[src/rtl/alu_pkg.sv]
// Shared opcode encodings, flag bit positions and invalid-result rule for the pipelined ALU.
// Define ALU_FLAGS_EN at build time to enable the N/Z/C/V flag logic.
package alu_pkg;

  localparam logic [5:0] OP_ADD = 6'b100000;
  localparam logic [5:0] OP_SUB = 6'b100010;
  localparam logic [5:0] OP_AND = 6'b100100;
  localparam logic [5:0] OP_OR  = 6'b100101;
  localparam logic [5:0] OP_XOR = 6'b100110;
  localparam logic [5:0] OP_SRA = 6'b000011;
  localparam logic [5:0] OP_SRL = 6'b000010;
  localparam logic [5:0] OP_NOR = 6'b100111;

  localparam int FLAG_N = 3;
  localparam int FLAG_Z = 2;
  localparam int FLAG_C = 1;
  localparam int FLAG_V = 0;

  // Unrecognised opcodes produce an all-ones result of whatever width is in use.
  localparam bit INVALID_FILL = 1'b1;

endpackage

[src/rtl/alu_core.sv]
// Combinational ALU datapath: result, {N,Z,C,V} flags and invalid-opcode indication.
// Flags are only built when ALU_FLAGS_EN is defined; otherwise they are tied to zero.
module alu_core
  import alu_pkg::*;
#(
  parameter int NBITS  = 8,
  parameter int COD_OP = 6
) (
  input  logic [NBITS-1:0]  a,
  input  logic [NBITS-1:0]  b,
  input  logic [COD_OP-1:0] op,
  output logic [NBITS-1:0]  result,
  output logic [3:0]        flags,
  output logic              invalid
);

  // Opcodes are compared zero-extended, so any set bit above bit 5 falls to default.
  always_comb begin
    result  = '0;
    invalid = 1'b0;
    case (op)
      COD_OP'(OP_ADD): result = a + b;
      COD_OP'(OP_SUB): result = a - b;
      COD_OP'(OP_AND): result = a & b;
      COD_OP'(OP_OR):  result = a | b;
      COD_OP'(OP_XOR): result = a ^ b;
      COD_OP'(OP_NOR): result = ~(a | b);
      COD_OP'(OP_SRL): result = a >> b;
      COD_OP'(OP_SRA): result = $signed(a) >>> b;
      default: begin
        result  = {NBITS{INVALID_FILL}};
        invalid = 1'b1;
      end
    endcase
  end

`ifdef ALU_FLAGS_EN
  logic [NBITS:0] add_w;
  logic [NBITS:0] sub_w;

  assign add_w = {1'b0, a} + {1'b0, b};
  assign sub_w = {1'b0, a} - {1'b0, b};

  always_comb begin
    flags = '0;
    if (!invalid) begin
      flags[FLAG_N] = result[NBITS-1];
      flags[FLAG_Z] = (result == '0);
      if (op == COD_OP'(OP_ADD)) begin
        flags[FLAG_C] = add_w[NBITS];
        flags[FLAG_V] = (a[NBITS-1] == b[NBITS-1]) && (add_w[NBITS-1] != a[NBITS-1]);
      end else if (op == COD_OP'(OP_SUB)) begin
        // The extra MSB of the widened difference is the borrow (A < B unsigned).
        flags[FLAG_C] = sub_w[NBITS];
        flags[FLAG_V] = (a[NBITS-1] != b[NBITS-1]) && (sub_w[NBITS-1] != a[NBITS-1]);
      end
    end
  end
`else
  assign flags = '0;
`endif

endmodule

[src/rtl/alu_pipe.sv]
// Two-stage valid/ready ALU pipeline around alu_core; fixed latency, 1 op/cycle, full backpressure.
// Flag generation is controlled by the ALU_FLAGS_EN macro (disabled by default).
module alu_pipe
  import alu_pkg::*;
#(
  parameter int NBITS  = 8,
  parameter int COD_OP = 6
) (
  input  logic              clk,
  input  logic              reset,
  input  logic [NBITS-1:0]  operando_A,
  input  logic [NBITS-1:0]  operando_B,
  input  logic [COD_OP-1:0] cod_operacion,
  input  logic              in_valid,
  output logic              in_ready,
  output logic [NBITS-1:0]  ALU_Result,
  output logic [3:0]        flags,
  output logic              op_invalid,
  output logic              out_valid,
  input  logic              out_ready
);

  logic              s1_valid;
  logic [NBITS-1:0]  s1_a;
  logic [NBITS-1:0]  s1_b;
  logic [COD_OP-1:0] s1_op;

  logic [NBITS-1:0]  core_result;
  logic [3:0]        core_flags;
  logic              core_invalid;

  logic              s2_adv;
  logic              s1_adv;

  assign s2_adv   = !out_valid || out_ready;
  assign s1_adv   = !s1_valid || s2_adv;
  assign in_ready = s1_adv;

  alu_core #(
    .NBITS  (NBITS),
    .COD_OP (COD_OP)
  ) u_core (
    .a       (s1_a),
    .b       (s1_b),
    .op      (s1_op),
    .result  (core_result),
    .flags   (core_flags),
    .invalid (core_invalid)
  );

  always_ff @(posedge clk or posedge reset) begin
    if (reset) begin
      s1_valid <= 1'b0;
      s1_a     <= '0;
      s1_b     <= '0;
      s1_op    <= '0;
    end else if (s1_adv) begin
      s1_valid <= in_valid;
      if (in_valid) begin
        s1_a  <= operando_A;
        s1_b  <= operando_B;
        s1_op <= cod_operacion;
      end
    end
  end

  // Output registers only reload with a live op, so a drained pipe keeps its last result.
  always_ff @(posedge clk or posedge reset) begin
    if (reset) begin
      out_valid  <= 1'b0;
      ALU_Result <= '0;
      flags      <= '0;
      op_invalid <= 1'b0;
    end else if (s2_adv) begin
      out_valid <= s1_valid;
      if (s1_valid) begin
        ALU_Result <= core_result;
        flags      <= core_flags;
        op_invalid <= core_invalid;
      end
    end
  end

endmodule

[config.mk]
export PLATFORM = sky130hd
export DESIGN_NAME = alu_pipe
export DESIGN_NICKNAME = d
export VERILOG_FILES = /design/src/rtl/alu_pkg.sv /design/src/rtl/alu_core.sv /design/src/rtl/alu_pipe.sv
export SDC_FILE = /design/constraint.sdc
export NUM_CORES = 1
export LEC_CHECK = 0
export ABC_AREA = 0
export BUFFER_PORTS_ARGS = -buffer_cell sky130_fd_sc_hd__buf_2
export CORE_AREA = 2 2 92 94
export DETAILED_ROUTE_END_ITERATION = 6
export DIE_AREA = 0 0 94 96
export GPL_TIMING_DRIVEN = 0
export PLACE_DENSITY = 0.54
export RECOVER_POWER = 100
export REMOVE_ABC_BUFFERS = 1
export SYNTH_ARGS = -nofsm -noshare
export SYNTH_HDL_FRONTEND = slang
export SYNTH_SLANG_ARGS = --single-unit
[constraint.sdc]
create_clock -name clk -period 8 [get_ports clk]
set_clock_uncertainty 0.05 [all_clocks]
set_input_delay 0.8 -clock clk [delete_from_list [all_inputs] [get_ports clk]]
set_output_delay 0.8 -clock clk [all_outputs]
set_load 0.01 [all_outputs]
Word level (Yosys, flattened, before mapping)
Index checks and enable logic that the tools add are counted.
{ "totals": {"reg_bits": 33, "latchBits": 0, "ramBits": 0, "rom_bits": 0, "in_bits": 26, "output_inout_bits": 15, "word_cells": 32, "n_memories": 0} }
{ "op_classes": {"n_addsub": 2, "n_mul": 0, "div": 0, "n_lt_le_gt_ge": 0, "eq_ne": 8, "n_shift": 2, "mux": 2, "n_bitwise": 4, "reduce_logical": 7} }
{ "ops": {"columns": ["op", "count"], "rows": [
  ["8-bit case mux with 8 select lines", 1],
  ["6-bit == test (second input constant)", 6],
  ["6-bit by 2-bit == test with 1-bit output (second input constant)", 2],
  ["8-bit adder", 1],
  ["8-bit bitwise AND", 1],
  ["8-bit inverter", 1],
  ["8-bit OR", 1],
  ["8-bit OR reduction", 1],
  ["8-bit by 8-bit right shift with 8-bit output", 1],
  ["8-bit by 8-bit >>> shifter with 8-bit output", 1],
  ["8-bit subtractor", 1],
  ["8-bit bitwise XOR", 1],
  ["2-bit AND reduction", 2],
  ["1-bit zero test", 2],
  ["1-bit logical OR", 2],
  ["1-bit 2-to-1 mux", 1]
]} }

Depth between registers and ports, before layout
Gate-level depths: netlist of the first run.
{ "depth": {"depth_word": 4, "depth_mapped": 13, "depth_no_buf": 12} }

Modules after synthesis
A second synthesis of the first run with hierarchy kept.
{ "unflattened": {"cells_unflattened": 321, "area_unflattened_um2": 3164.3} }
{ "modules_own_cells": {"columns": ["module", "n_inst", "cells_each", "area_each_um2", "seq_area_each_um2"], "rows": [
  ["alu_core", 1, 239, 1616.6, 0.0],
  ["alu_pipe", 1, 82, 1547.7, 925.9]
]} }

Worst setup path after synthesis of the first run
Ideal clock, no wire load.
{ "synth_path": {"kind": "register to register", "from": "reg s1_b[0]", "to": "reg ALU_Result[5]", "setup_time_ns": 0.126, "t_arrival_ns": 2.588, "required_ns": 7.824, "slack_ns": 5.236, "stages_incl_launch_ff": 13, "n_path_buf": 2, "period_less_slack_ns": 2.764, "cell_sequence": "dfrtp_1 buf_2 buf_1 or2_2 o21ai_0 xnor2_1 ha_1 and3_1 a21oi_1 nand3b_1 xnor2_1 nor2_1 o32a_1"} }
{ "synth_between": {"elab_chain_len": 2, "word_cells_on_any_way": 5, "classes_between": "add/sub: 2; shift: 2; mux: 1"} }
{ "synth_lines": {"columns": ["item", "line", "rtl"], "rows": [
  ["start: declaration", "alu_pipe.sv:25", "logic [NBITS-1:0] s1_b;"],
  ["start signal: assignment", "alu_pipe.sv:61", "s1_b <= operando_B;"],
  ["8-bit subtractor, or another cell as far along", "alu_core.sv:23", "COD_OP'(OP_SUB): result = a - b;"],
  ["8-bit case mux with 8 select lines *", "alu_core.sv:21", "case (op)"],
  ["end signal: assignment", "alu_pipe.sv:77", "ALU_Result <= core_result;"],
  ["end: declaration", "alu_pipe.sv:16", "output logic [NBITS-1:0] ALU_Result,"]
]} }
Every way passes the cells marked *; elsewhere a longest branch is shown, timed or not.
A chain may end at the register's enable or synchronous reset.

Final worst setup path of the first run
{ "layout_path": {"from": "in out_ready", "to": "reg ALU_Result[7]"} }
{ "layout_between": {"elab_chain_len": 2} }
{ "layout_lines": {"columns": ["item", "line", "rtl"], "rows": [
  ["start: declaration", "alu_pipe.sv:20", "input logic out_ready"],
  ["1-bit logical OR", "alu_pipe.sv:35", "assign s2_adv = !out_valid || out_ready;"],
  ["2-bit AND reduction (no line)", null, null]
]} }
Every way passes these cells.

==> impl_metrics.json, run 1 <==
{
  "outcome": "finished, final reports clean",
  "port_buffers": 36,
  "power_density_nw_per_um2": 201,
  "yosysTopAreaCellShare_pct": 29.0,
  "vdd_ir_drop_max_mv": 0.0838,
  "die_w_um": 94,
  "slew_headroom_pct": 14.0,
  "power.leakage_nw": 1.35,
  "cts_buffer_depth": 2,
  "syn_area_sq_um": 2850,
  "pwr-share-comb_pct": 40.0,
  "p_switching_mw": 0.250,
  "setup_viol": 0,
  "grt_max_degree": 34,
  "crit_start": "out_ready",
  "area_growth_pct": 9.83,
  "cp-end-kind": "flop",
  "drtPass1Iterations": 4,
  "vias": 2438,
  "viasPerCell": 5.49,
  "core_area_sq_um": 8050,
  "rr_startpoint": "s1_op[1]",
  "root_buffer": "clkbuf_8",
  "dieArea_sq_um": 9020,
  "min_path_type": "reg -> reg",
  "grt_pass1_wl_um": 12400,
  "highest_layer": "met4",
  "swShare_pct": 39.7,
  "min_period_ns": 3.38,
  "worstPathRequired_ns": 8.08,
  "cts_htree_levels": 2,
  "finalPower_mw": 0.630,
  "cts_resized": 0,
  "io_pins": 41,
  "numCtsBuffers": 5,
  "gp_congestion": 0.915,
  "yosysWarnings": 0,
  "cp_max_fo": 10,
  "drive_gt1_share_pct": 18.6,
  "rows": 33,
  "start_util_pct": 35.4,
  "critPathArrivalTime_ns": 3.46,
  "finalMaxSlewViolations": 0,
  "grt_pass1_vias": 2354,
  "ys_seq_area_share_pct": 29.0,
  "synth-main-ff-cell": "dfrtp_1",
  "met3_wirelength_um": 330,
  "worstSetupEndpoint": "ALU_Result[7]",
  "synthArstFlopShare_pct": 100,
  "rr_endpoint": "ALU_Result[4]",
  "ant_nets": 0,
  "rr_worst_depth": 9,
  "die_h_um": 96,
  "cts_tree": "done",
  "met1_length_um": 3580,
  "setup_tns_ns": 0,
  "reg2reg_slack_ns": 4.76,
  "slowest_delay_ns": 0.92,
  "seqPwrFrac_pct": 39.3,
  "path_cells": "buf_2 -> nand2b_1 -> and2_0 -> o2111ai_1 -> a2111oi_0 -> a21oi_1 -> a21boi_1",
  "synth-edff-count": 0,
  "dp_hpwl_um": 5630,
  "rsz0062_at_grt": "false",
  "p_int_mw": 0.380,
  "gr-total-overflow": 0,
  "avgSynthCellArea_sq_um": 9.08,
  "cts_hold_buf": 0,
  "fin_nets": 390,
  "synth_cell_types": 60,
  "wl_per_cell_um": 17.2,
  "yosysTopAreaCell": "dfrtp_1",
  "clock_sinks": 33,
  "grtUsageTotal_pct": 18.2,
  "clkTransAtPathRegs_ns": 0.07,
  "max_slew.worst_pin.slew_ns": 1.29,
  "synth_area_leaders": "dfrtp_1 (29%), ha_1 (11%), mux2_2 (9.5%)",
  "crit_slowest_cell": "a2111oi_0",
  "post_cts_buffers": 0,
  "clkPwrFrac_pct": 20.8,
  "drc_errors": 0,
  "post-route-period-util_pct": 42.3,
  "postSynthCellCount": 314,
  "wl_met2_um": 3550,
  "wl_um": 7640,
  "start_kind": "input pin",
  "antenna_found_initial": 0,
  "antenna_cells": 0,
  "insertion_delay_ns": 0.29,
  "drt_iter0_drc": 196,
  "hold_violations": 0,
  "synth_seq_cells": 33,
  "drv_cap": 0,
  "crit_type": "in -> reg",
  "clock.fmax_mhz": 296
}
## worst min path at each step
stage                   from        end  slack, ns  depth (start not counted)
global placement    s1_valid  out_valid       0.41                          1
floorplan           s1_valid  out_valid       0.40                          1
global route        s1_valid  out_valid       0.45                          1
finish              s1_valid  out_valid       0.43                          1
detailed placement  s1_valid  out_valid       0.42                          1
CTS                 s1_valid  out_valid       0.43                          1
## layout make-up
type / instances / area (sq um)
inverters: 19 / 71.3
fillers: 856 / 4920
flip-flops and latches: 33 / 826
repair buffers: 36 / 166
well taps: 105 / 131
multi-input cells: 244 / 1850
clock buffers: 7 / 86.3
## cell families after synthesis
family / Yosys count / synth area share (%)
AND/OR/NAND/NOR: 93 / 16.5
AO/OA/AOI/OAI: 74 / 18.3
buffers and inverters: 40 / 6.28
multiplexers: 34 / 14.3
flip-flops: 33 / 29.0
adder cells (fa/ha/maj): 25 / 11.2
XOR/XNOR: 14 / 4.30
other: 1 / 0.132
## synthesized netlist by cell type (all sizes together) (2+ instances only)
cell type   n
o211ai      3
a21oi      19
nand3       8
buf        14
and3        5
xor2        2
o211a       2
o21ai      13
or2         2
a211o       3
inv        19
or3         3
ha         24
nor2b       5
a22oi       3
nor3        3
xnor2      12
a221oi      2
dfrtp      33
nand3b      3
o21a        3
o2111ai     2
nor2       28
a211oi      2
mux4        3
a31oi       3
clkbuf      7
mux2       24
a21boi      3
a2111oi     3
mux2i       7
nand2      24
nand4       2
o32a        4
nand2b      5
## critical path, delay by kind of cell
kind | cells | cell delay, ns
AO/OA/AOI/OAI | 4 | 1.88
buffers and inverters | 1 | 0.08
AND/OR/NAND/NOR | 2 | 0.70
## power by group through the flow
stage	logic, mW	clock network [mW]	registers (mW)
detailed placement	0.253	0	0.250
global route	0.283	0.145	0.254
finish	0.252	0.131	0.248
global placement	0.249	0	0.250
CTS	0.255	0.137	0.247
floorplan	0.191	0	0.236
## stage by stage
step / instance area [sq um] / instances / util [%] / setup WS (ns) / hold WS [ns]
after detailed placement: 3070 / 437 / 38.1 / 4.82 / 0.417
after floorplan: 2750 / 296 / - / 5.30 / 0.399
after global placement: 3070 / 437 / 38.1 / 4.81 / 0.408
final: 3130 / 444 / 38.9 / 4.62 / 0.428
after global routing: 3130 / 444 / 38.9 / 4.34 / 0.453
after CTS: 3150 / 444 / 39.1 / 4.79 / 0.433
## sequential cells by signal (all words and copies together), names as in the netlist
register and count:
s1_op 6, out_valid 1, s1_b 8, ALU_Result 8, s1_a 8, s1_valid 1, op_invalid 1
## cell usage in the layout, fill, tap and decap left out, types with 2 or more instances in the layout
cell type / instances
a31oi_1: 3
nand3b_1: 3
clkbuf_8: 6
inv_1: 19
nor2_1: 28
a211oi_1: 2
and3_1: 5
buf_2: 25
o211ai_1: 3
mux2i_1: 7
nand3_1: 7
or3_1: 3
a2111oi_0: 2
a211o_1: 3
mux4_2: 3
a21boi_0: 2
o211a_1: 2
conb_1: 4
nand4_1: 2
a221oi_1: 2
xnor2_1: 12
nand2_1: 24
nor3_1: 3
mux2_2: 24
clkbuf_1: 12
o2111ai_1: 2
nor2b_1: 5
xor2_1: 2
nand2b_1: 5
dfrtp_1: 33
a22oi_1: 3
a21oi_1: 19
o21a_1: 3
o32a_1: 4
o21ai_0: 12
ha_1: 24
or2_2: 2
## layer usage
layer	track usage [%]	vias up
met5	0	-
met4	7.37	0
met3	2.82	12
met2	29.0	60
met1	24.6	1197
li1	-	1169
Power figures use the tool's default switching activity.
==> inputs of run 2 (changes only) <==
clock period = 3.5 ns   (was 8 ns; I/O delays follow)
==> run 2 against run 1 <==
Register-to-register slack got worse by 4.5 ns. Largest cell class unchanged. Combinational power is 130% higher. Critical path depth rose by 2. Critical endpoint is now ALU_Result[4].
==> impl_metrics.json, run 2 (synthesis gave the netlist of run 1 again) <==
{
  "slew_headroom_pct": 14.0,
  "vias": 2421,
  "grt_pass1_vias": 2354,
  "critPathArrivalTime_ns": 3.36,
  "cp-end-kind": "flop",
  "outcome": "finished, final reports clean",
  "nFillCells": 855,
  "cts_resized": 0,
  "p_int_mw": 0.869,
  "wl_um": 7630,
  "cts_htree_levels": 2,
  "rsz0062_at_grt": "false",
  "dp_hpwl_um": 5630,
  "power.leakage_nw": 1.35,
  "gp_congestion": 0.915,
  "die_w_um": 94,
  "finalHoldWorstSlack_ns": 0.211,
  "final_common_cell": "dfrtp_1",
  "ant_nets": 0,
  "min_period_ns": 3.26,
  "layout_common_cells": "dfrtp_1 (33), nor2_1 (28), buf_2 (25)",
  "pwr-share-comb_pct": 40.0,
  "hold_violations": 0,
  "setup_viol": 0,
  "drt_iter0_drc": 206,
  "clkTransAtPathRegs_ns": 0.07,
  "cts_buffer_depth": 2,
  "crit_type": "reg -> reg",
  "finalMaxSlewViolations": 0,
  "drv_cap": 0,
  "gr-total-overflow": 0,
  "cts_hold_buf": 0,
  "numCtsBuffers": 5,
  "setup_tns_ns": 0,
  "rows": 33,
  "clkPwrFrac_pct": 20.8,
  "root_buffer": "clkbuf_8",
  "placed_cells": 437,
  "seqPwrFrac_pct": 39.3,
  "cts_tree": "done",
  "antenna_cells": 0,
  "fin_cells": 444,
  "viasPerCell": 5.45,
  "post_cts_buffers": 0,
  "dieArea_sq_um": 9020,
  "worstPathRequired_ns": 3.61,
  "vdd_ir_drop_max_mv": 0.190,
  "start_util_pct": 35.4,
  "min_path_type": "in -> reg",
  "post-route-period-util_pct": 93.0,
  "clock.fmax_mhz": 307,
  "p_switching_mw": 0.569,
  "finalPower_mw": 1.44,
  "fin_nets": 390,
  "cp_max_fo": 20,
  "area_growth_pct": 9.88,
  "start_kind": "flop",
  "insertion_delay_ns": 0.29,
  "drc_errors": 0,
  "grt_max_degree": 34,
  "reg_top3": "ALU_Result x8, s1_a x8, s1_b x8",
  "drive_gt1_share_pct": 18.6,
  "swShare_pct": 39.6,
  "die_h_um": 96,
  "port_buffers": 36,
  "grtUsageTotal_pct": 18.2,
  "fin_util_pct": 38.9,
  "io_pins": 41,
  "core_area_sq_um": 8050,
  "max_slew.worst_pin.slew_ns": 1.29,
  "power_density_nw_per_um2": 459,
  "drtPass1Iterations": 4,
  "wl_per_cell_um": 17.2,
  "grt_pass1_wl_um": 12400,
  "clock_sinks": 33,
  "antenna_found_initial": 0
}
run 2: final cells by class:
type / count / area [sq um] / share of cell area [%]
flip-flops and latches: 33 / 826 / 26.4
multi-input cells: 244 / 1850 / 59.1
clock buffers: 7 / 86.3 / 2.76
repair buffers: 36 / 166 / 5.31
inverters: 19 / 71.3 / 2.28
well taps: 105 / 131 / 4.19
run 2: power by group through the flow:
stage	Clock (mW)	Combinational, mW	Sequential (mW)
final	0.299	0.575	0.565
after global routing	0.331	0.646	0.581
after CTS	0.313	0.583	0.563
after detailed placement	0	0.579	0.571
after global placement	0	0.568	0.570
after floorplan	0	0.437	0.539
run 2: worst paths after layout:
| check | startpoint | depth (start not counted) | end | slack (ns) |
|---|---|---|---|---|
| worst min register to register | s1_valid | 1 | out_valid | 0.43 |
| min in group asynchronous | reset | 2 | s1_a[3] | 0.36 |
| worst min-delay path | in_valid | 2 | s1_valid | 0.21 |
| max in group asynchronous | reset | 2 | s1_b[5] | 2.28 |
| worst max-delay path | s1_op[1] | 9 | ALU_Result[4] | 0.24 |
| worst max register to register | s1_op[1] | 9 | ALU_Result[4] | 0.24 |
run 2: worst max-delay path, stage by stage, from the launching register on:
cell and delay [ns]:
dfrtp_1 0.85, nor2b_1 0.30, nand3_1 0.21, a21o_1 0.28, fa_1 0.46, nor2b_1 0.17, o31a_1 0.17, a21oi_1 0.07
a221oi_1 0.40, a31oi_1 0.15
run 2: layer usage:
metal  track usage (%)  part of all wire (%)  up-vias
met5                 0                     0        -
met4              7.37                   2.3        0
met3              2.82                   5.2       12
met2              29.0                    46       72
met1              24.6                    46     1169
li1                  -                     -     1168
run 2: metrics by stage:
stage               setup slack (ns)  area (sq um)
floorplan                      0.803          2750
finish                         0.245          3130
global route                  0.0765          3130
detailed placement             0.323          3070
CTS                            0.287          3150
global placement               0.313          3070
